## src/rtl/muldiv_pkg.sv

```systemverilog
// Shared types for the multiply/divide unit: op encoding and FSM states.
package muldiv_pkg;

    typedef enum logic [2:0] {
        MDU_MULT  = 3'b000,
        MDU_MULTU = 3'b001,
        MDU_DIV   = 3'b010,
        MDU_DIVU  = 3'b011,
        MDU_MTHI  = 3'b100,
        MDU_MTLO  = 3'b101,
        MDU_NOP0  = 3'b110,
        MDU_NOP1  = 3'b111
    } mdu_op_t;

    typedef enum logic [1:0] {
        ST_IDLE = 2'b00,
        ST_MUL  = 2'b01,
        ST_DIV  = 2'b10,
        ST_FIN  = 2'b11
    } mdu_state_t;

    localparam mdu_op_t OP_MULT  = MDU_MULT;
    localparam mdu_op_t OP_MULTU = MDU_MULTU;
    localparam mdu_op_t OP_DIV   = MDU_DIV;
    localparam mdu_op_t OP_DIVU  = MDU_DIVU;
    localparam mdu_op_t OP_MTHI  = MDU_MTHI;
    localparam mdu_op_t OP_MTLO  = MDU_MTLO;

endpackage

```

## src/rtl/muldiv_divider.sv

```systemverilog
// Iterative radix-2 restoring divider on unsigned magnitudes; one quotient bit
// per cycle after start, with last flagging the final iteration.
module muldiv_divider #(
    parameter int WIDTH = 32
) (
    input  logic             clk,
    input  logic             resetn,
    input  logic             start,
    input  logic [WIDTH-1:0] dividend,
    input  logic [WIDTH-1:0] divisor,
    output logic [WIDTH-1:0] quotient,
    output logic [WIDTH-1:0] remainder,
    output logic             last
);

    localparam int CNT_W = $clog2(WIDTH + 1);
    localparam logic [CNT_W-1:0] CNT_ONE  = {{(CNT_W-1){1'b0}}, 1'b1};
    localparam logic [CNT_W-1:0] CNT_LAST = CNT_W'(WIDTH - 1);

    logic [WIDTH-1:0] rem_r;
    logic [WIDTH-1:0] quo_r;
    logic [WIDTH-1:0] dvs_r;
    logic [CNT_W-1:0] cnt_r;
    logic             run_r;
    logic [WIDTH:0]   trial_s;
    logic [WIDTH-1:0] rem_nxt_s;
    logic [WIDTH-1:0] quo_nxt_s;

    // Trial subtraction; a borrow in the top bit means restore the shifted remainder.
    always_comb begin
        trial_s = {rem_r, quo_r[WIDTH-1]} - {1'b0, dvs_r};
        if (trial_s[WIDTH]) begin
            rem_nxt_s = {rem_r[WIDTH-2:0], quo_r[WIDTH-1]};
        end else begin
            rem_nxt_s = trial_s[WIDTH-1:0];
        end
        quo_nxt_s = {quo_r[WIDTH-2:0], ~trial_s[WIDTH]};
    end

    // Iteration registers: load on start, step while running, then hold results.
    always_ff @(posedge clk or negedge resetn) begin
        if (!resetn) begin
            rem_r <= {WIDTH{1'b0}};
            quo_r <= {WIDTH{1'b0}};
            dvs_r <= {WIDTH{1'b0}};
            cnt_r <= {CNT_W{1'b0}};
            run_r <= 1'b0;
        end else if (start) begin
            rem_r <= {WIDTH{1'b0}};
            quo_r <= dividend;
            dvs_r <= divisor;
            cnt_r <= {CNT_W{1'b0}};
            run_r <= 1'b1;
        end else if (run_r) begin
            rem_r <= rem_nxt_s;
            quo_r <= quo_nxt_s;
            cnt_r <= cnt_r + CNT_ONE;
            run_r <= (cnt_r != CNT_LAST);
        end
    end

    assign quotient  = quo_r;
    assign remainder = rem_r;
    assign last      = run_r && (cnt_r == CNT_LAST);

endmodule

```

## src/rtl/muldiv_unit.sv

```systemverilog
// Multi-cycle multiply/divide unit owning HI/LO. Define MULDIV_FAST_MUL_EN for a
// single-cycle combinational multiply; divide stays iterative either way.
module muldiv_unit
    import muldiv_pkg::*;
#(
    parameter int WIDTH = 32
) (
    input  logic             clk,
    input  logic             resetn,
    input  logic             valid_i,
    output logic             ready_o,
    input  logic [2:0]       op,
    input  logic [WIDTH-1:0] srca,
    input  logic [WIDTH-1:0] srcb,
    input  logic             flush,
    output logic             busy,
    output logic             done,
    output logic [WIDTH-1:0] hi,
    output logic [WIDTH-1:0] lo
);

    localparam int CNT_W = $clog2(WIDTH + 1);
    localparam logic [CNT_W-1:0] CNT_ONE  = {{(CNT_W-1){1'b0}}, 1'b1};
    localparam logic [CNT_W-1:0] CNT_LAST = CNT_W'(WIDTH - 1);

    mdu_state_t         state_r;
    mdu_state_t         state_nxt_s;
    mdu_op_t            op_s;
    logic               accept_s;
    logic               is_mul_s;
    logic               is_div_s;
    logic               sgn_s;
    logic [WIDTH-1:0]   a_mag_s;
    logic [WIDTH-1:0]   b_mag_s;
    logic [WIDTH:0]     mul_sum_s;
    logic [2*WIDTH-1:0] mul_step_s;
    logic [2*WIDTH-1:0] prod_fin_s;
    logic [WIDTH-1:0]   quo_fin_s;
    logic [WIDTH-1:0]   rem_fin_s;
    logic [WIDTH-1:0]   res_hi_s;
    logic [WIDTH-1:0]   res_lo_s;
    logic [WIDTH-1:0]   div_quo_s;
    logic [WIDTH-1:0]   div_rem_s;
    logic               div_last_s;

    logic [CNT_W-1:0]   cnt_r;
    logic [2*WIDTH-1:0] prod_r;
    logic [WIDTH-1:0]   mcand_r;
    logic               neg_r;
    logic               rneg_r;
    logic               dbz_r;
    logic               is_div_r;
    logic [WIDTH-1:0]   a_r;
    logic [WIDTH-1:0]   hi_r;
    logic [WIDTH-1:0]   lo_r;
    logic               done_r;
    logic               busy_r;

    assign op_s     = mdu_op_t'(op);
    assign ready_o  = (state_r == ST_IDLE);
    assign accept_s = valid_i && ready_o && !flush;

    // Opcode decode into multiply/divide class and signedness.
    always_comb begin
        is_mul_s = 1'b0;
        is_div_s = 1'b0;
        sgn_s    = 1'b0;
        case (op_s)
            OP_MULT:  begin is_mul_s = 1'b1; sgn_s = 1'b1; end
            OP_MULTU: begin is_mul_s = 1'b1; end
            OP_DIV:   begin is_div_s = 1'b1; sgn_s = 1'b1; end
            OP_DIVU:  begin is_div_s = 1'b1; end
            default:  begin is_mul_s = 1'b0; end
        endcase
    end

    assign a_mag_s = (sgn_s && srca[WIDTH-1]) ? -srca : srca;
    assign b_mag_s = (sgn_s && srcb[WIDTH-1]) ? -srcb : srcb;

    // Shift-add step: low half holds the remaining multiplier bits.
    assign mul_sum_s  = {1'b0, prod_r[2*WIDTH-1:WIDTH]}
                      + (prod_r[0] ? {1'b0, mcand_r} : {(WIDTH+1){1'b0}});
    assign mul_step_s = {mul_sum_s, prod_r[WIDTH-1:1]};

`ifdef MULDIV_FAST_MUL_EN
    logic [2*WIDTH-1:0] fast_prod_s;
    // Sign- or zero-extend to 2*WIDTH; the truncated product is then exact for both.
    always_comb begin
        if (sgn_s) begin
            fast_prod_s = {{WIDTH{srca[WIDTH-1]}}, srca} * {{WIDTH{srcb[WIDTH-1]}}, srcb};
        end else begin
            fast_prod_s = {{WIDTH{1'b0}}, srca} * {{WIDTH{1'b0}}, srcb};
        end
    end
`endif

    muldiv_divider #(.WIDTH(WIDTH)) u_div (
        .clk       (clk),
        .resetn    (resetn),
        .start     (accept_s && is_div_s),
        .dividend  (a_mag_s),
        .divisor   (b_mag_s),
        .quotient  (div_quo_s),
        .remainder (div_rem_s),
        .last      (div_last_s)
    );

    // FSM state register.
    always_ff @(posedge clk or negedge resetn) begin
        if (!resetn) begin
            state_r <= ST_IDLE;
        end else begin
            state_r <= state_nxt_s;
        end
    end

    // Next-state logic; flush cancels any in-flight operation.
    always_comb begin
        state_nxt_s = state_r;
        case (state_r)
            ST_IDLE: begin
                if (accept_s && is_mul_s) begin
`ifdef MULDIV_FAST_MUL_EN
                    state_nxt_s = ST_FIN;
`else
                    state_nxt_s = ST_MUL;
`endif
                end else if (accept_s && is_div_s) begin
                    state_nxt_s = ST_DIV;
                end else begin
                    state_nxt_s = ST_IDLE;
                end
            end
            ST_MUL: begin
                if (flush) begin
                    state_nxt_s = ST_IDLE;
                end else if (cnt_r == CNT_LAST) begin
                    state_nxt_s = ST_FIN;
                end else begin
                    state_nxt_s = ST_MUL;
                end
            end
            ST_DIV: begin
                if (flush) begin
                    state_nxt_s = ST_IDLE;
                end else if (div_last_s) begin
                    state_nxt_s = ST_FIN;
                end else begin
                    state_nxt_s = ST_DIV;
                end
            end
            ST_FIN:  state_nxt_s = ST_IDLE;
            default: state_nxt_s = ST_IDLE;
        endcase
    end

    // Operand capture at accept and multiplier iteration.
    always_ff @(posedge clk or negedge resetn) begin
        if (!resetn) begin
            cnt_r    <= {CNT_W{1'b0}};
            prod_r   <= {(2*WIDTH){1'b0}};
            mcand_r  <= {WIDTH{1'b0}};
            neg_r    <= 1'b0;
            rneg_r   <= 1'b0;
            dbz_r    <= 1'b0;
            is_div_r <= 1'b0;
            a_r      <= {WIDTH{1'b0}};
        end else if (accept_s && is_mul_s) begin
`ifdef MULDIV_FAST_MUL_EN
            prod_r   <= fast_prod_s;
            neg_r    <= 1'b0;
`else
            prod_r   <= {{WIDTH{1'b0}}, b_mag_s};
            neg_r    <= sgn_s && (srca[WIDTH-1] ^ srcb[WIDTH-1]);
`endif
            mcand_r  <= a_mag_s;
            cnt_r    <= {CNT_W{1'b0}};
            is_div_r <= 1'b0;
            dbz_r    <= 1'b0;
        end else if (accept_s && is_div_s) begin
            neg_r    <= sgn_s && (srca[WIDTH-1] ^ srcb[WIDTH-1]);
            rneg_r   <= sgn_s && srca[WIDTH-1];
            dbz_r    <= (srcb == {WIDTH{1'b0}});
            a_r      <= srca;
            is_div_r <= 1'b1;
            cnt_r    <= {CNT_W{1'b0}};
        end else if (state_r == ST_MUL) begin
            prod_r   <= mul_step_s;
            cnt_r    <= cnt_r + CNT_ONE;
        end
    end

    // Final sign fix-up; divide-by-zero overrides the iterated result.
    always_comb begin
        prod_fin_s = neg_r  ? -prod_r    : prod_r;
        quo_fin_s  = neg_r  ? -div_quo_s : div_quo_s;
        rem_fin_s  = rneg_r ? -div_rem_s : div_rem_s;
        if (!is_div_r) begin
            res_hi_s = prod_fin_s[2*WIDTH-1:WIDTH];
            res_lo_s = prod_fin_s[WIDTH-1:0];
        end else if (dbz_r) begin
            res_hi_s = a_r;
            res_lo_s = {WIDTH{1'b1}};
        end else begin
            res_hi_s = rem_fin_s;
            res_lo_s = quo_fin_s;
        end
    end

    // Architectural HI/LO, done pulse and busy flag.
    always_ff @(posedge clk or negedge resetn) begin
        if (!resetn) begin
            hi_r   <= {WIDTH{1'b0}};
            lo_r   <= {WIDTH{1'b0}};
            done_r <= 1'b0;
            busy_r <= 1'b0;
        end else begin
            done_r <= 1'b0;
            busy_r <= (state_nxt_s != ST_IDLE);
            if (accept_s && (op_s == OP_MTHI)) begin
                hi_r <= srca;
            end else if (accept_s && (op_s == OP_MTLO)) begin
                lo_r <= srca;
            end else if ((state_r == ST_FIN) && !flush) begin
                hi_r   <= res_hi_s;
                lo_r   <= res_lo_s;
                done_r <= 1'b1;
            end
        end
    end

    assign hi   = hi_r;
    assign lo   = lo_r;
    assign done = done_r;
    assign busy = busy_r;

endmodule
```

## config.mk

```make
export PLATFORM = sky130hd
export DESIGN_NAME = muldiv_unit
export DESIGN_NICKNAME = d
export VERILOG_FILES = /design/src/rtl/muldiv_pkg.sv /design/src/rtl/muldiv_divider.sv /design/src/rtl/muldiv_unit.sv
export SDC_FILE = /design/constraint.sdc
export NUM_CORES = 1
export LEC_CHECK = 0
export CELL_PAD_IN_SITES_DETAIL_PLACEMENT = 1
export CELL_PAD_IN_SITES_GLOBAL_PLACEMENT = 1
export CORE_ASPECT_RATIO = 1.5
export CORE_MARGIN = 5
export CORE_UTILIZATION = 40
export DETAILED_ROUTE_END_ITERATION = 8
export DONT_BUFFER_PORTS = 1
export PLACE_DENSITY_LB_ADDON = 0.1
export SYNTH_ARGS = -nofsm -noshare
export SYNTH_HDL_FRONTEND = slang
export SYNTH_SLANG_ARGS = --single-unit
```

## constraint.sdc

```tcl
create_clock -name clk -period 8.7 [get_ports clk]
set_input_delay 1.305 -clock clk [delete_from_list [all_inputs] [get_ports clk]]
set_output_delay 1.305 -clock clk [all_outputs]
set_load 0.05 [all_outputs]
```

Word-level counts from Yosys, hierarchy flattened. Cells that the tools add are included.

Register bits: 309. Latch bits: 0. Bits in writable memories: 0. Bits in read-only memories: 0. Bits of input ports: 71. Memories: 0.

Add/sub/neg operators: 9. $mul: 0. Divide/modulo/power cells: 0. Magnitude comparators: 0. Equality and inequality tests: 13. Shifts and indexed selects: 0. Multiplexer cells: 49. Bitwise operators: 4. Reductions and logical operators: 29.

Operators by type and width (number): 32-bit 2-to-1 mux (19); 64-bit 2-to-1 mux (4); 32-bit negator (4); 64-bit negator (1); 32-bit by 32-bit adder with 33-bit output (1); 33-bit by 32-bit subtractor with 33-bit output (1); 32-bit zero test (1); 6-bit 2-to-1 mux (5); 1-bit 2-to-1 mux (15); 6-bit by 1-bit adder with 6-bit output, second input constant (2); 6-bit by 5-bit equality test with 1-bit output, second input constant (2); 2-bit nonzero test (6); 1-bit logical AND (11); 2-bit 2-to-1 mux (5); 2-bit case mux with 4 select lines (1); 2-bit AND reduction (4); 3-bit by 2-bit equality test with 1-bit output, second input constant (2); 3-bit equality test, second input constant (2); 6-bit by 5-bit inequality test with 1-bit output, second input constant (1); 2-bit OR reduction (3); 2-bit equality test, second input constant (2); 2-bit inequality test, second input constant (2); 3-bit by 1-bit equality test with 1-bit output, second input constant (1); 3-bit zero test (1); other kinds (6) (8).

Longest topological paths before layout. Gate-level depths: netlist (run 1).

Word-level depth: 8. Mapped depth: 13. Gate-level depth less buffers: 11.

Hierarchy. A second synthesis (run 1) with hierarchy kept.

Cells, all modules: 2584. Area total of the unflattened synthesis: 21684.5 um2.

Modules (own cells, without submodules): muldiv_unit (times used 1, cells each 1845, area each 15205.8 um2, seq. area each 5154.9 um2); muldiv_divider (times used 1, cells each 739, area each 6478.7 um2, seq. area each 2577.5 um2).

Worst setup path after synthesis (run 1). OpenSTA, ideal clock, no wires.

Path kind: reg-to-reg. From: reg prod_r[9]. To: reg hi_r[25], in the netlist hi[25]. Library setup time: 0.132 ns. Arrival: 3.319 ns. Required time: 8.568 ns. Path slack: 5.249 ns. Stages on the path, launching flop included: 12. Buffers on the path: 3. Period minus slack after synthesis: 3.451 ns. Cell sequence: dfrtp_1 or4_4 or4_1 buf_2 or4_4 buf_6 or4_4 buf_6 or2_4 o31ai_4 xor2_1 o21ai_1.

Word-level cells in the longest chain between the ends: 6.

RTL lines: from (decl) (line muldiv_unit.sv:47) `logic [2*WIDTH-1:0] prod_r;`; from (signal assigned) (line muldiv_unit.sv:161) `prod_r <= {(2*WIDTH){1'b0}};`; from (signal assigned) (line muldiv_unit.sv:173) `prod_r <= {{WIDTH{1'b0}}, b_mag_s};`; from (signal assigned) (line muldiv_unit.sv:188) `prod_r <= mul_step_s;`; 64-bit negator (line muldiv_unit.sv:195) `prod_fin_s = neg_r ? -prod_r : prod_r;`; 64-bit 2-to-1 mux (line muldiv_unit.sv:195); 32-bit 2-to-1 mux (line muldiv_unit.sv:198) `if (!is_div_r) begin`; 32-bit 2-to-1 mux (line muldiv_unit.sv:224) `end else if ((state_r == ST_FIN) && !flush) begin`; 32-bit 2-to-1 mux (line muldiv_unit.sv:222) `end else if (accept_s && (op_s == OP_MTLO)) begin`; 32-bit 2-to-1 mux (line muldiv_unit.sv:220) `if (accept_s && (op_s == OP_MTHI)) begin`; to (signal assigned) (line muldiv_unit.sv:213) `hi_r <= {WIDTH{1'b0}};`; to (signal assigned) (line muldiv_unit.sv:221) `hi_r <= srca;`; to (signal assigned) (line muldiv_unit.sv:225) `hi_r <= res_hi_s;`; to (decl) (line muldiv_unit.sv:54) `logic [WIDTH-1:0] hi_r;`.

No other way between the ends. The select of a mux whose other input is x is not followed. A chain may end at the register's enable or synchronous reset.

Worst setup path after layout (run 1).
From: reg u_div.rem_r[16], in the netlist u_div.remainder[16]. To: reg u_div.rem_r[1], in the netlist u_div.remainder[1].

Word-level cells in the longest chain between the ends: 4.

RTL lines: from (decl) (line muldiv_divider.sv:20) `logic [WIDTH-1:0] rem_r;`; from (signal assigned) (line muldiv_divider.sv:43) `rem_r <= {WIDTH{1'b0}};`; from (signal assigned) (line muldiv_divider.sv:49) `rem_r <= {WIDTH{1'b0}};`; from (signal assigned) (line muldiv_divider.sv:55) `rem_r <= rem_nxt_s;`; 33-bit by 32-bit subtractor with 33-bit output (line muldiv_divider.sv:31) `trial_s = {rem_r, quo_r[WIDTH-1]} - {1'b0, dvs_r};`; 32-bit 2-to-1 mux (line muldiv_divider.sv:32) `if (trial_s[WIDTH]) begin`; 32-bit 2-to-1 mux (line muldiv_divider.sv:54) `end else if (run_r) begin`; 32-bit 2-to-1 mux (line muldiv_divider.sv:48) `end else if (start) begin`.

No other way between the ends. The select of a mux whose other input is x is not followed.

==> key figures, run 1 <==
Run status
  – Outcome: complete, no violations

Logic synthesis
  – Most frequently used flop master after synthesis: sky130_fd_sc_hd__dfrtp_1
  – Cell count after synthesis: about 2600
  – Post-synth top area cell: sky130_fd_sc_hd__dfrtp_1
  – Cell variety after synth: 71
  – Area of the mapped netlist: 0.0215 mm²
  – Number of synthesis warnings: 0
  – Area contributors post-synth: sky130_fd_sc_hd__dfrtp_1, sky130_fd_sc_hd__nand2_1, sky130_fd_sc_hd__o21ai_0
  – Most repeated cell in the gate-level netlist after synthesis: sky130_fd_sc_hd__nand2_1
  – Post-synthesis register bit count: ~300
  – Ys async rst share: between 90% and 100%
  – Avg Cell Area, Syn: 8.19 µm²
  – Sequential fraction of the synthesis area: between 30% and 40%
  – Top cell types by occurrence after synthesis: sky130_fd_sc_hd__nand2_1, sky130_fd_sc_hd__dfrtp_1, sky130_fd_sc_hd__o21ai_0
  – Count of flip-flops with a built-in enable after synthesis: 0
  – Net count after synthesis: 2763
  – Fraction of synthesized cell area taken by the top area cell type: ~36%

Setup path
  – Buf/Inv on CP: 1
  – Slowest Stage Delay on Critical Path: ~0.65 ns
  – CP Max Fanout: 10
  – Most frequent cell on the critical path: sky130_fd_sc_hd__a21oi_1
  – Critical path startpoint category: flip-flop
  – Crit path DAT: roughly 4.7 ns
  – Category of the worst setup path capture point: flip-flop
  – Cell type of the slowest stage on the worst timing path: sky130_fd_sc_hd__xor2_1
  – Worst R2R Setup Slack: approximately 4.5 ns
  – Critical Setup Path Class: flip-flop to flip-flop
  – Top delay family on crit path: compound AO/OA/AOI/OAI gates
  – Critical Path, Cell by Cell: ha_1, a21oi_1, o21ai_0, a311oi_1, o2111ai_1, a31oi_1, xor2_1, buf_4, mux2_2, a21oi_1
  – Data required time of the critical path: ~9 ns

Timing
  – Count of final setup violators: 0
  – Maximum frequency from static timing analysis: approximately 240 MHz
  – Slew at the pin with the worst max-slew slack: between 1 and 1.5 ns
  – Post-Route Skew: 0.0208 ns
  – Setup repair after global routing missed its margin: no
  – Final critical delay including setup and external delays: 4.24 ns
  – Slew headroom: approximately 21%
  – Final Hold Fails: 0
  – Crit share post-route: 48.7%
  – Final count of pins violating max slew: 0
  – Final-layout setup total negative slack: 0 ns

Final layout
  – Share of post-route cells with drive strength above 1: under 10%
  – Fillers: ~6400
  – Nets@finish: approximately 2600
  – Flip-flop and latch area: 0.00774 mm²
  – Final cell count without fillers: between 3000 and 4000
  – Multi-input gate area: around 0.013 mm²
  – Area overhead of the layout relative to synthesis: 7.78%
  – Number of diodes: 0

Routing
  – Drt total wl: roughly 86000 µm
  – Average wire per cell in the routed design: approximately 27 µm
  – Total number of vias: between 15000 and 20000
  – Remaining antenna violation count: 0
  – Via count normalized by instance count: slightly above 6
  – DRC violations left: 0
  – Number of DRC markers after the initial detailed-route iteration: ~1200
  – Number of iterations in the first detailed-routing pass: 7

Power
  – Switching power: ~4.2 mW
  – Cell area power density: between 300 and 400 mW/mm²
  – Internal power contribution: between 4 and 5 mW
  – Relative contribution of the clock network to total power: between 10% and 20%
  – Peak supply drop: 0.000205 V
  – Combinational group share of total power: 45.6%
  – Sequential fraction of design power: between 30% and 40%
  – Leakage power total: roughly 9.7 nW
  – Switching Fraction: between 40 and 50%

Floorplanning
  – Effective utilization at floorplan: 40.2%
  – Num ports: 138
  – DIE HEIGHT: about 300 µm
  – Number of cell rows: ~100
  – Area of the die: ~0.058 mm²
  – Standard cell core area: 0.0534 mm²
  – Die width: between 150 and 200 µm

Clock network
  – Clock network latency to the later pin of the worst-skew pair: 0.54 ns
  – Count of hold buffers inserted by post-cts repair: 0
  – Clock sinks: between 300 and 400
  – Clk pin slew, worst setup/hold paths: roughly 0.060 ns
  – Number of buffers added for setup after CTS: 0
  – TritonCTS clock tree: done
  – Number of cells upsized or downsized after cts: 0
  – CTS H-Tree Depth: 2
  – Clock root buffer: sky130_fd_sc_hd__clkbuf_16
  – Clock tree buffer depth: 3
  – Number of buffers inserted during clock tree synthesis: 36

Placement
  – GP Congestion: around 0.90
  – Placed cell count: 3156
  – Final HPWL DP: around 65000 µm
  – Port Buffer Count: 0

GRT
  – Number of global-route vias before repair: between 20000 and 25000
  – All-layer global routing usage: about 29%
  – Final global-route overflow total: 0
  – Global-route wire length before repair: approximately 130000 µm
  – Maximum number of pins on one net before global-route repair: between 300 and 400
  – Initial antenna violation count: 0

Flow run
  – Number of violations of the max-capacitance limit: 0

Hold path
  – Worst min-delay path class: input pin to async pin
[routing by layer]
metal | vias to the layer above | global-route usage, % | share of wire, %
met1 | 10100 | 35.1 | 40
met2 | 403 | 51.6 | 51
met3 | 135 | 4.33 | 4.9
li1 | 9150 | - | -
met5 | - | 0 | 0
met4 | 0 | 10.6 | 4.2
[area by class of cell]
| cell class | count | share of cell area (%) |
|---|---|---|
| Clock buffer | 54 | 4.76 |
| Clock inverter | 11 | 0.622 |
| Inverter | 65 | 1.06 |
| Multi-Input combinational cell | 2065 | 55.4 |
| Sequential cell | 309 | 33.5 |
| Tap cell | 689 | 3.73 |
| Timing Repair Buffer | 28 | 0.909 |
[placed cells by master (no fill, tap or decap), types with 65 or more instances in the layout]
cell / synthesis / final
sky130_fd_sc_hd__nand2_1: 391 / 390
sky130_fd_sc_hd__dfrtp_1: 309 / 305
sky130_fd_sc_hd__o21ai_0: 266 / 266
sky130_fd_sc_hd__a21oi_1: 191 / 191
sky130_fd_sc_hd__xnor2_1: 135 / 134
sky130_fd_sc_hd__nor2_1: 134 / 131
sky130_fd_sc_hd__xor2_1: 104 / 104
sky130_fd_sc_hd__nand3_1: 78 / 78
sky130_fd_sc_hd__ha_1: 71 / 71
sky130_fd_sc_hd__inv_1: 65 / 65
[power by group through the flow]
stage          registers, mW  logic, mW  clock network (mW)
2_1_floorplan           2.76       2.96                   0
3_3_place_gp            3.12       3.86                   0
3_5_place_dp            3.13       3.93                   0
4_1_cts                 3.12       3.97                1.66
5_1_grt                 3.20       4.36                1.72
6_report                3.12       3.98                1.63
[kinds of logic (layout without fill, tap and decap cells)]
| logic type | count (synthesis) | in the layout | share of synthesized area [%] |
|---|---|---|---|
| DFF | 309 | 309 | 36.0 |
| adders and majority gates | 73 | 73 | 4.33 |
| and+or+nand+nor | 928 | 928 | 20.7 |
| buffers and inverters | 245 | 158 | 4.37 |
| muxes | 35 | 35 | 1.64 |
| AOI/OAI and AO/OA | 790 | 790 | 23.2 |
| xor gates and xnor gates | 239 | 239 | 9.76 |
[per-stage QoR]
stage	utilization [%]	hold WS (ns)	instance area, µm²	worst slack, ns	power, mW
global placement	41.0	0.458	21900	4.55	6.97
detailed placement	41.0	0.463	21900	4.50	7.07
global route	43.3	0.444	23100	4.26	9.28
finish	43.3	0.465	23100	4.46	8.73
CTS	43.3	0.440	23100	4.45	8.74
floorplan	-	0.438	21500	5.25	5.71
[final timing paths]
| kind | startpoint | end | cells after the start |
|---|---|---|---|
| worst max-delay path | u_div.remainder[16] | u_div.remainder[1] | 10 |
| worst min-delay path | resetn | u_div.cnt_r[4] | 0 |
| worst min register to register | a_r[11] | a_r[11] | 2 |
| worst max register to register | u_div.remainder[16] | u_div.remainder[1] | 10 |
| max in group asynchronous | resetn | a_r[14] | 0 |
| min in group clk | a_r[11] | a_r[11] | 2 |
[registers in the layout, summed over array words and instances (netlist names)]
name	flops
u_div.dvs_r	32
u_div.run_r	1
lo	32
done	1
rneg_r	1
a_r	32
u_div.cnt_r	6
busy	1
hi	32
u_div.quotient	32
cnt_r	6
mcand_r	32
neg_r	1
dbz_r	1
u_div.remainder	32
state_r	2
is_div_r	1
prod_r	64
Power figures use the tool's default switching activity.
==> inputs of run 2 (changes only) <==
- clock period: 8.7 -> 4 ns (I/O delays scaled with it)
==> run 2 against run 1 <==
The flow now finishes with violations (hold timing). Clock skew decreased by 0.0083 ns. Via count grew 2.1%. Worst setup slack got worse by 4.1 ns. Clock power increased by 120%.
==> key figures, run 2 (synthesized netlist as in run 1, its figures left out) <==
Run status
  – Outcome: finished with violations (was complete, no violations)
  – Failing checks: hold timing

Final layout
  – Area overhead of the layout relative to synthesis: 9.15% (was 7.78%)
  – Share of post-route cells with drive strength above 1: 6.54% (was 5.25%)
  – Multi-input gate area: 0.0128 mm² (unchanged)
  – Max FFs per register: 64 (unchanged)
  – Flip-flop and latch area: 0.00774 mm² (unchanged)
  – Largest reg by FF count: prod_r (unchanged)
  – Commonest non-fill, non-tap cell in the layout: sky130_fd_sc_hd__nand2_1 (unchanged)
  – Commonest cells after routing, fill and taps aside: sky130_fd_sc_hd__nand2_1, sky130_fd_sc_hd__dfrtp_1, sky130_fd_sc_hd__o21ai_0, sky130_fd_sc_hd__a21oi_1, sky130_fd_sc_hd__xnor2_1 (unchanged)
  – Fillers: 6392 (was 6398)
  – Number of diodes: 0 (unchanged)
  – Nets@finish: 2686 (was 2649)

Timing
  – Maximum frequency from static timing analysis: 272 MHz (was 236 MHz)
  – Final critical delay including setup and external delays: 3.68 ns (was 4.24 ns)
  – Slew headroom: 26.1% (was 20.8%)
  – Setup repair after global routing missed its margin: no (unchanged)
  – Worst setup slack after layout: 0.321 ns (was 4.46 ns)
  – Final count of pins violating max slew: 0 (unchanged)
  – Crit share post-route: 92.0% (was 48.7%)
  – Post-Route Skew: 0.0125 ns (was 0.0208 ns)
  – Final-layout setup total negative slack: 0 ns (unchanged)
  – Final Hold Fails: 309 (was 0)
  – Slew at the pin with the worst max-slew slack: 1.11 ns (was 1.19 ns)
  – Final hold slack: -0.230 ns (was 0.465 ns)
  – Count of final setup violators: 0 (unchanged)

Routing
  – Total number of vias: 20200 (was 19800)
  – DRC violations left: 0 (unchanged)
  – Drt total wl: 89400 µm (was 86100 µm)
  – Average wire per cell in the routed design: 27.4 µm (was 26.7 µm)
  – Number of iterations in the first detailed-routing pass: 5 (was 7)
  – Remaining antenna violation count: 0 (unchanged)
  – Number of DRC markers after the initial detailed-route iteration: 1141 (was 1228)
  – Via count normalized by instance count: 6.19 (was 6.13)

Flow run
  – Number of violations of the max-capacitance limit: 0 (unchanged)

Clock network
  – Clock root buffer: sky130_fd_sc_hd__clkbuf_16 (unchanged)
  – CTS H-Tree Depth: 2 (unchanged)
  – Number of cells upsized or downsized after cts: 0 (unchanged)
  – Clock tree buffer depth: 3 (unchanged)
  – Number of buffers inserted during clock tree synthesis: 36 (unchanged)
  – Clk pin slew, worst setup/hold paths: 0.07 ns (was 0.06 ns)
  – Number of buffers added for setup after CTS: 0 (unchanged)
  – Clock network latency to the later pin of the worst-skew pair: 0.54 ns (about the same)
  – TritonCTS clock tree: done (unchanged)
  – Clock sinks: 309 (unchanged)

Setup path
  – Critical Setup Path Class: flip-flop to flip-flop (unchanged)
  – Crit path DAT: 4.06 ns (was 4.70 ns)
  – Critical path startpoint category: flip-flop (unchanged)
  – Top delay family on crit path: simple AND/OR/NAND/NOR gates (was compound AO/OA/AOI/OAI gates)
  – Worst reg2reg startpoint: prod_r[9] (was u_div.remainder[16])
  – R2R depth: 7 (was 10)
  – Most frequent cell on the critical path: sky130_fd_sc_hd__or4_1 (was sky130_fd_sc_hd__a21oi_1)
  – Capturing point of the worst reg2reg path: hi[28] (was u_div.remainder[1])
  – Worst R2R Setup Slack: 0.32 ns (was 4.46 ns)
  – Buf/Inv on CP: 0 (was 1)
  – Critical Path, Cell by Cell: or4_4, or4_1, or4b_1, or4_1, o31ai_1, xor2_1, o221ai_1 (was ha_1, a21oi_1, o21ai_0, a311oi_1, o2111ai_1, a31oi_1, xor2_1, buf_4, mux2_2, a21oi_1)
  – Cell type of the slowest stage on the worst timing path: sky130_fd_sc_hd__or4b_1 (was sky130_fd_sc_hd__xor2_1)
  – Data required time of the critical path: 4.38 ns (was 9.15 ns)
  – CP Max Fanout: 10 (unchanged)
  – Slowest Stage Delay on Critical Path: 0.70 ns (was 0.65 ns)
  – Category of the worst setup path capture point: flip-flop (unchanged)

GRT
  – Fraction of met1 tracks used by global routing: 35.7% (was 35.1%)
  – Met3 capacity usage during global routing: 4.90% (was 4.33%)
  – Initial antenna violation count: 0 (unchanged)
  – Final global-route overflow total: 0 (unchanged)
  – Most crowded layer after global routing: met2 (unchanged)
  – Global-route wire length before repair: 135000 µm (was 131000 µm)
  – GR Layer Usage met2: 54.5% (was 51.6%)
  – All-layer global routing usage: 30.1% (was 28.9%)
  – Maximum number of pins on one net before global-route repair: 310 (unchanged)
  – Number of global-route vias before repair: 21200 (was 20600)

Power
  – Leakage power total: 9.86 nW (was 9.68 nW)
  – Peak supply drop: 0.000435 V (was 0.000205 V)
  – Total power draw: 19.4 mW (was 8.73 mW)
  – Cell area power density: 829 mW/mm² (was 378 mW/mm²)

Floorplanning
  – Standard cell core area: 0.0534 mm² (unchanged)
  – Num ports: 138 (unchanged)
  – Effective utilization at floorplan: 40.2% (unchanged)
  – DIE HEIGHT: 294 µm (unchanged)
  – Number of cell rows: 104 (unchanged)
  – Die width: 199 µm (unchanged)
  – Area of the die: 0.0585 mm² (unchanged)

Hold path
  – Worst min-delay path class: input pin to async pin (unchanged)

Placement
  – Post-placement setup slack: 0.363 ns (was 4.50 ns)
  – GP Congestion: 0.907 (was 0.899)
  – Port Buffer Count: 0 (unchanged)
  – Final HPWL DP: 67300 µm (was 64900 µm)
run 2: cell type report:
type,count,area share (%)
multi-input cells,2065,54.8
flip-flops and latches,309,33.1
clock buffers,49,4.36
well taps,689,3.68
repair buffers,65,2.19
inverters,65,1.04
clock inverters,15,0.914
run 2: stage by stage:
step | area, µm² | util [%] | hold slack [ns] | std cells
after floorplan | 21500 | - | 0.304 | 2619
after global placement | 22200 | 41.6 | 0.319 | 3193
after detailed placement | 22200 | 41.6 | 0.314 | 3193
after CTS | 23400 | 43.9 | -0.254 | 3257
after global routing | 23400 | 43.9 | -0.250 | 3257
final | 23400 | 43.9 | -0.230 | 3257
run 2: power by group:
part           internal, mW  total (mW)  switching (mW)
Clock                  2.12        3.59            1.47
Sequential             4.25        6.80            2.56
Combinational          3.80        9.01            5.21
run 2: per-layer routing:
metal,wire [µm],share of wire [%]
met4,3600,4.0
met2,46000,52
met3,4580,5.1
met5,0,0
met1,35100,39
run 2: worst max path at each step:
stage | startpoint | endpoint | slack [ns] | cells after the start
6_report | prod_r[9] | hi[28] | 0.32 | 7
5_1_grt | u_div.remainder[4] | u_div.remainder[18] | 0.18 | 11
4_1_cts | prod_r[9] | hi[28] | 0.35 | 7
3_5_place_dp | prod_r[9] | hi[28] | 0.36 | 7
3_3_place_gp | prod_r[33] | hi[22] | 0.39 | 7
2_1_floorplan | prod_r[9] | hi[29] | 0.55 | 11
==> inputs of run 3 (changes only) <==
- GPL_TIMING_DRIVEN: default -> 0
==> run 3 against run 2 <==
The flow still finishes with violations (hold timing). Clock-buffer cell count down 1. Sequential power about the same. Critical path depth unchanged. Sequential share of layout area down 0.36 points. Non-clock buffer count up 113. Via count up 4.5%. Hold slack worse by 0.024 ns. Combinational power up 4.7%. Power up 1.8%. Largest power group unchanged.
==> key figures, run 3 (synthesized netlist as in run 1, its figures left out) <==
Run status
  – Outcome: finished with violations (unchanged)
  – Failing checks: hold timing (unchanged)

Final layout
  – Max FFs per register: 64 (unchanged)
  – Util after Layout: 44.3% (was 43.9%)
  – Commonest non-fill, non-tap cell in the layout: sky130_fd_sc_hd__nand2_1 (unchanged)
  – Fillers: 6462 (was 6392)
  – Largest reg by FF count: prod_r (unchanged)
  – Final cell count without fillers: 3368 (was 3257)
  – Nets@finish: 2798 (was 2686)
  – Area overhead of the layout relative to synthesis: 10.2% (was 9.15%)
  – Commonest cells after routing, fill and taps aside: sky130_fd_sc_hd__nand2_1, sky130_fd_sc_hd__dfrtp_1, sky130_fd_sc_hd__o21ai_0, sky130_fd_sc_hd__a21oi_1, sky130_fd_sc_hd__clkbuf_1 (was sky130_fd_sc_hd__nand2_1, sky130_fd_sc_hd__dfrtp_1, sky130_fd_sc_hd__o21ai_0, sky130_fd_sc_hd__a21oi_1, sky130_fd_sc_hd__xnor2_1)
  – Share of post-route cells with drive strength above 1: 4.33% (was 6.54%)

Routing
  – Drt total wl: 103000 µm (was 89400 µm)
  – Via count normalized by instance count: 6.26 (was 6.19)
  – DRC violations left: 0 (unchanged)
  – Number of DRC markers after the initial detailed-route iteration: 1307 (was 1141)
  – Average wire per cell in the routed design: 30.6 µm (was 27.4 µm)
  – Total number of vias: 21100 (was 20200)
  – Remaining antenna violation count: 0 (unchanged)
  – Number of iterations in the first detailed-routing pass: 5 (unchanged)

Power
  – Sequential fraction of design power: 34.4% (was 35.1%)
  – Leakage power total: 9.79 nW (was 9.86 nW)
  – Peak supply drop: 0.000314 V (was 0.000435 V)
  – Cell area power density: 836 mW/mm² (was 829 mW/mm²)
  – Combinational group share of total power: 47.7% (was 46.4%)
  – Relative contribution of the clock network to total power: 17.9% (was 18.5%)
  – Switching power: 9.80 mW (was 9.24 mW)
  – Internal power contribution: 9.96 mW (was 10.2 mW)
  – Switching Fraction: 49.6% (was 47.6%)

Timing
  – Count of final setup violators: 0 (unchanged)
  – Final critical delay including setup and external delays: 3.98 ns (was 3.68 ns)
  – Slew headroom: 5.75% (was 26.1%)
  – Final-layout setup total negative slack: 0 ns (unchanged)
  – Slew at the pin with the worst max-slew slack: 1.40 ns (was 1.11 ns)
  – Crit share post-route: 99.5% (was 92.0%)
  – Final count of pins violating max slew: 0 (unchanged)
  – Post-Route Skew: 0.0254 ns (was 0.0125 ns)
  – Final Hold Fails: 309 (unchanged)
  – Worst setup slack after layout: 0.0204 ns (was 0.321 ns)
  – Final hold slack: -0.254 ns (was -0.230 ns)
  – Setup repair after global routing missed its margin: no (unchanged)
  – Maximum frequency from static timing analysis: 251 MHz (was 272 MHz)

Placement
  – Port Buffer Count: 0 (unchanged)
  – Final HPWL DP: 82400 µm (was 67300 µm)
  – Placed cell count: 3308 (was 3193)
  – GP Congestion: 1.01 (was 0.907)
  – Post-placement setup slack: -0.696 ns (was 0.363 ns)

Flow run
  – Number of violations of the max-capacitance limit: 0 (unchanged)

Clock network
  – Number of buffers inserted during clock tree synthesis: 35 (was 36)
  – TritonCTS clock tree: done (unchanged)
  – Clock sinks: 309 (unchanged)
  – Clock tree buffer depth: 3 (unchanged)
  – Clock root buffer: sky130_fd_sc_hd__clkbuf_16 (unchanged)
  – Clk pin slew, worst setup/hold paths: 0.06 ns (was 0.07 ns)
  – CTS H-Tree Depth: 2 (unchanged)
  – Number of buffers added for setup after CTS: 0 (unchanged)
  – Clock network latency to the later pin of the worst-skew pair: 0.56 ns (was 0.54 ns)

Setup path
  – Crit path DAT: 4.40 ns (was 4.06 ns)
  – Category of the worst setup path capture point: flip-flop (unchanged)
  – Critical path startpoint category: flip-flop (unchanged)
  – Data required time of the critical path: 4.42 ns (was 4.38 ns)
  – Critical Setup Path Class: flip-flop to flip-flop (unchanged)
  – CP Max Fanout: 5 (was 10)

GRT
  – Maximum number of pins on one net before global-route repair: 310 (unchanged)
  – Initial antenna violation count: 2 (was 0)
  – Final global-route overflow total: 0 (unchanged)
  – Global-route wire length before repair: 150000 µm (was 135000 µm)
  – Number of global-route vias before repair: 22700 (was 21200)
  – All-layer global routing usage: 34.5% (was 30.1%)

Floorplanning
  – Num ports: 138 (unchanged)
  – Effective utilization at floorplan: 40.2% (unchanged)
  – Standard cell core area: 0.0534 mm² (unchanged)
  – DIE HEIGHT: 294 µm (unchanged)
  – Area of the die: 0.0585 mm² (unchanged)
  – Die width: 199 µm (unchanged)
  – Number of cell rows: 104 (unchanged)

Hold path
  – Worst min-delay path class: input pin to async pin (unchanged)
[run 3: critical path: stages (launching register included)]
cell,delay [ns]
sky130_fd_sc_hd__dfrtp_1,0.44
sky130_fd_sc_hd__or4_1,0.62
sky130_fd_sc_hd__o41ai_1,1.25
sky130_fd_sc_hd__a21boi_0,0.66
sky130_fd_sc_hd__o21ai_0,0.29
sky130_fd_sc_hd__xor2_1,0.21
sky130_fd_sc_hd__o221ai_1,0.26
sky130_fd_sc_hd__nand3_1,0.12
[run 3: stage by stage]
step	instance area [µm²]	power [mW]
floorplan	21500	12.4
global placement	22300	15.6
detailed placement	22300	15.9
CTS	23600	19.6
global route	23600	20.8
finish	23600	19.8
[run 3: area by class of cell]
class	instances	area, µm²	area share [%]
Buffer	178	697	2.95
Inverter	65	244	1.03
Sequential cell	309	7730	32.7
Clock buffer	48	1050	4.43
Antenna cell	1	2.50	0.0106
Clock inverter	13	170	0.720
Tap cell	689	862	3.65
Multi-Input combinational cell	2065	12900	54.5
[run 3: final timing paths]
| kind | endpoint | slack [ns] | startpoint | cells after the start |
|---|---|---|---|---|
| max | lo[27] | 0.02 | u_div.quotient[5] | 7 |
| min | prod_r[61] | -0.25 | resetn | 0 |
| max reg2reg | lo[27] | 0.02 | u_div.quotient[5] | 7 |
| min reg2reg | a_r[2] | 0.48 | a_r[2] | 2 |
| max in group asynchronous | a_r[31] | 3.52 | resetn | 0 |
| min in group clk | a_r[28] | 0.15 | srca[28] | 2 |
[run 3: timing repair]
| action | 4_1_cts | 5_1_grt |
|---|---|---|
| endpoints found under the setup margin | 121 | 36 |
| hold endpoints to repair | 309 | 309 |
| gates resized for setup | 17 | 15 |
[run 3: layer usage]
metal / GRT usage, % / routed length [µm] / share of wire [%]
met2: 60.1 / 50700 / 49
met5: 0 / 0 / 0
met3: 6.67 / 5900 / 5.7
met4: 28.7 / 11000 / 11
met1: 35.3 / 35600 / 34
[run 3: power by group through the flow]
stage          clock network, mW  logic, mW  registers (mW)
3_3_place_gp                   0       8.90            6.75
6_report                    3.53       9.43            6.80
5_1_grt                     3.69       10.2            6.93
3_5_place_dp                   0       9.11            6.79
4_1_cts                     3.56       9.23            6.76
2_1_floorplan                  0       6.43            6.00
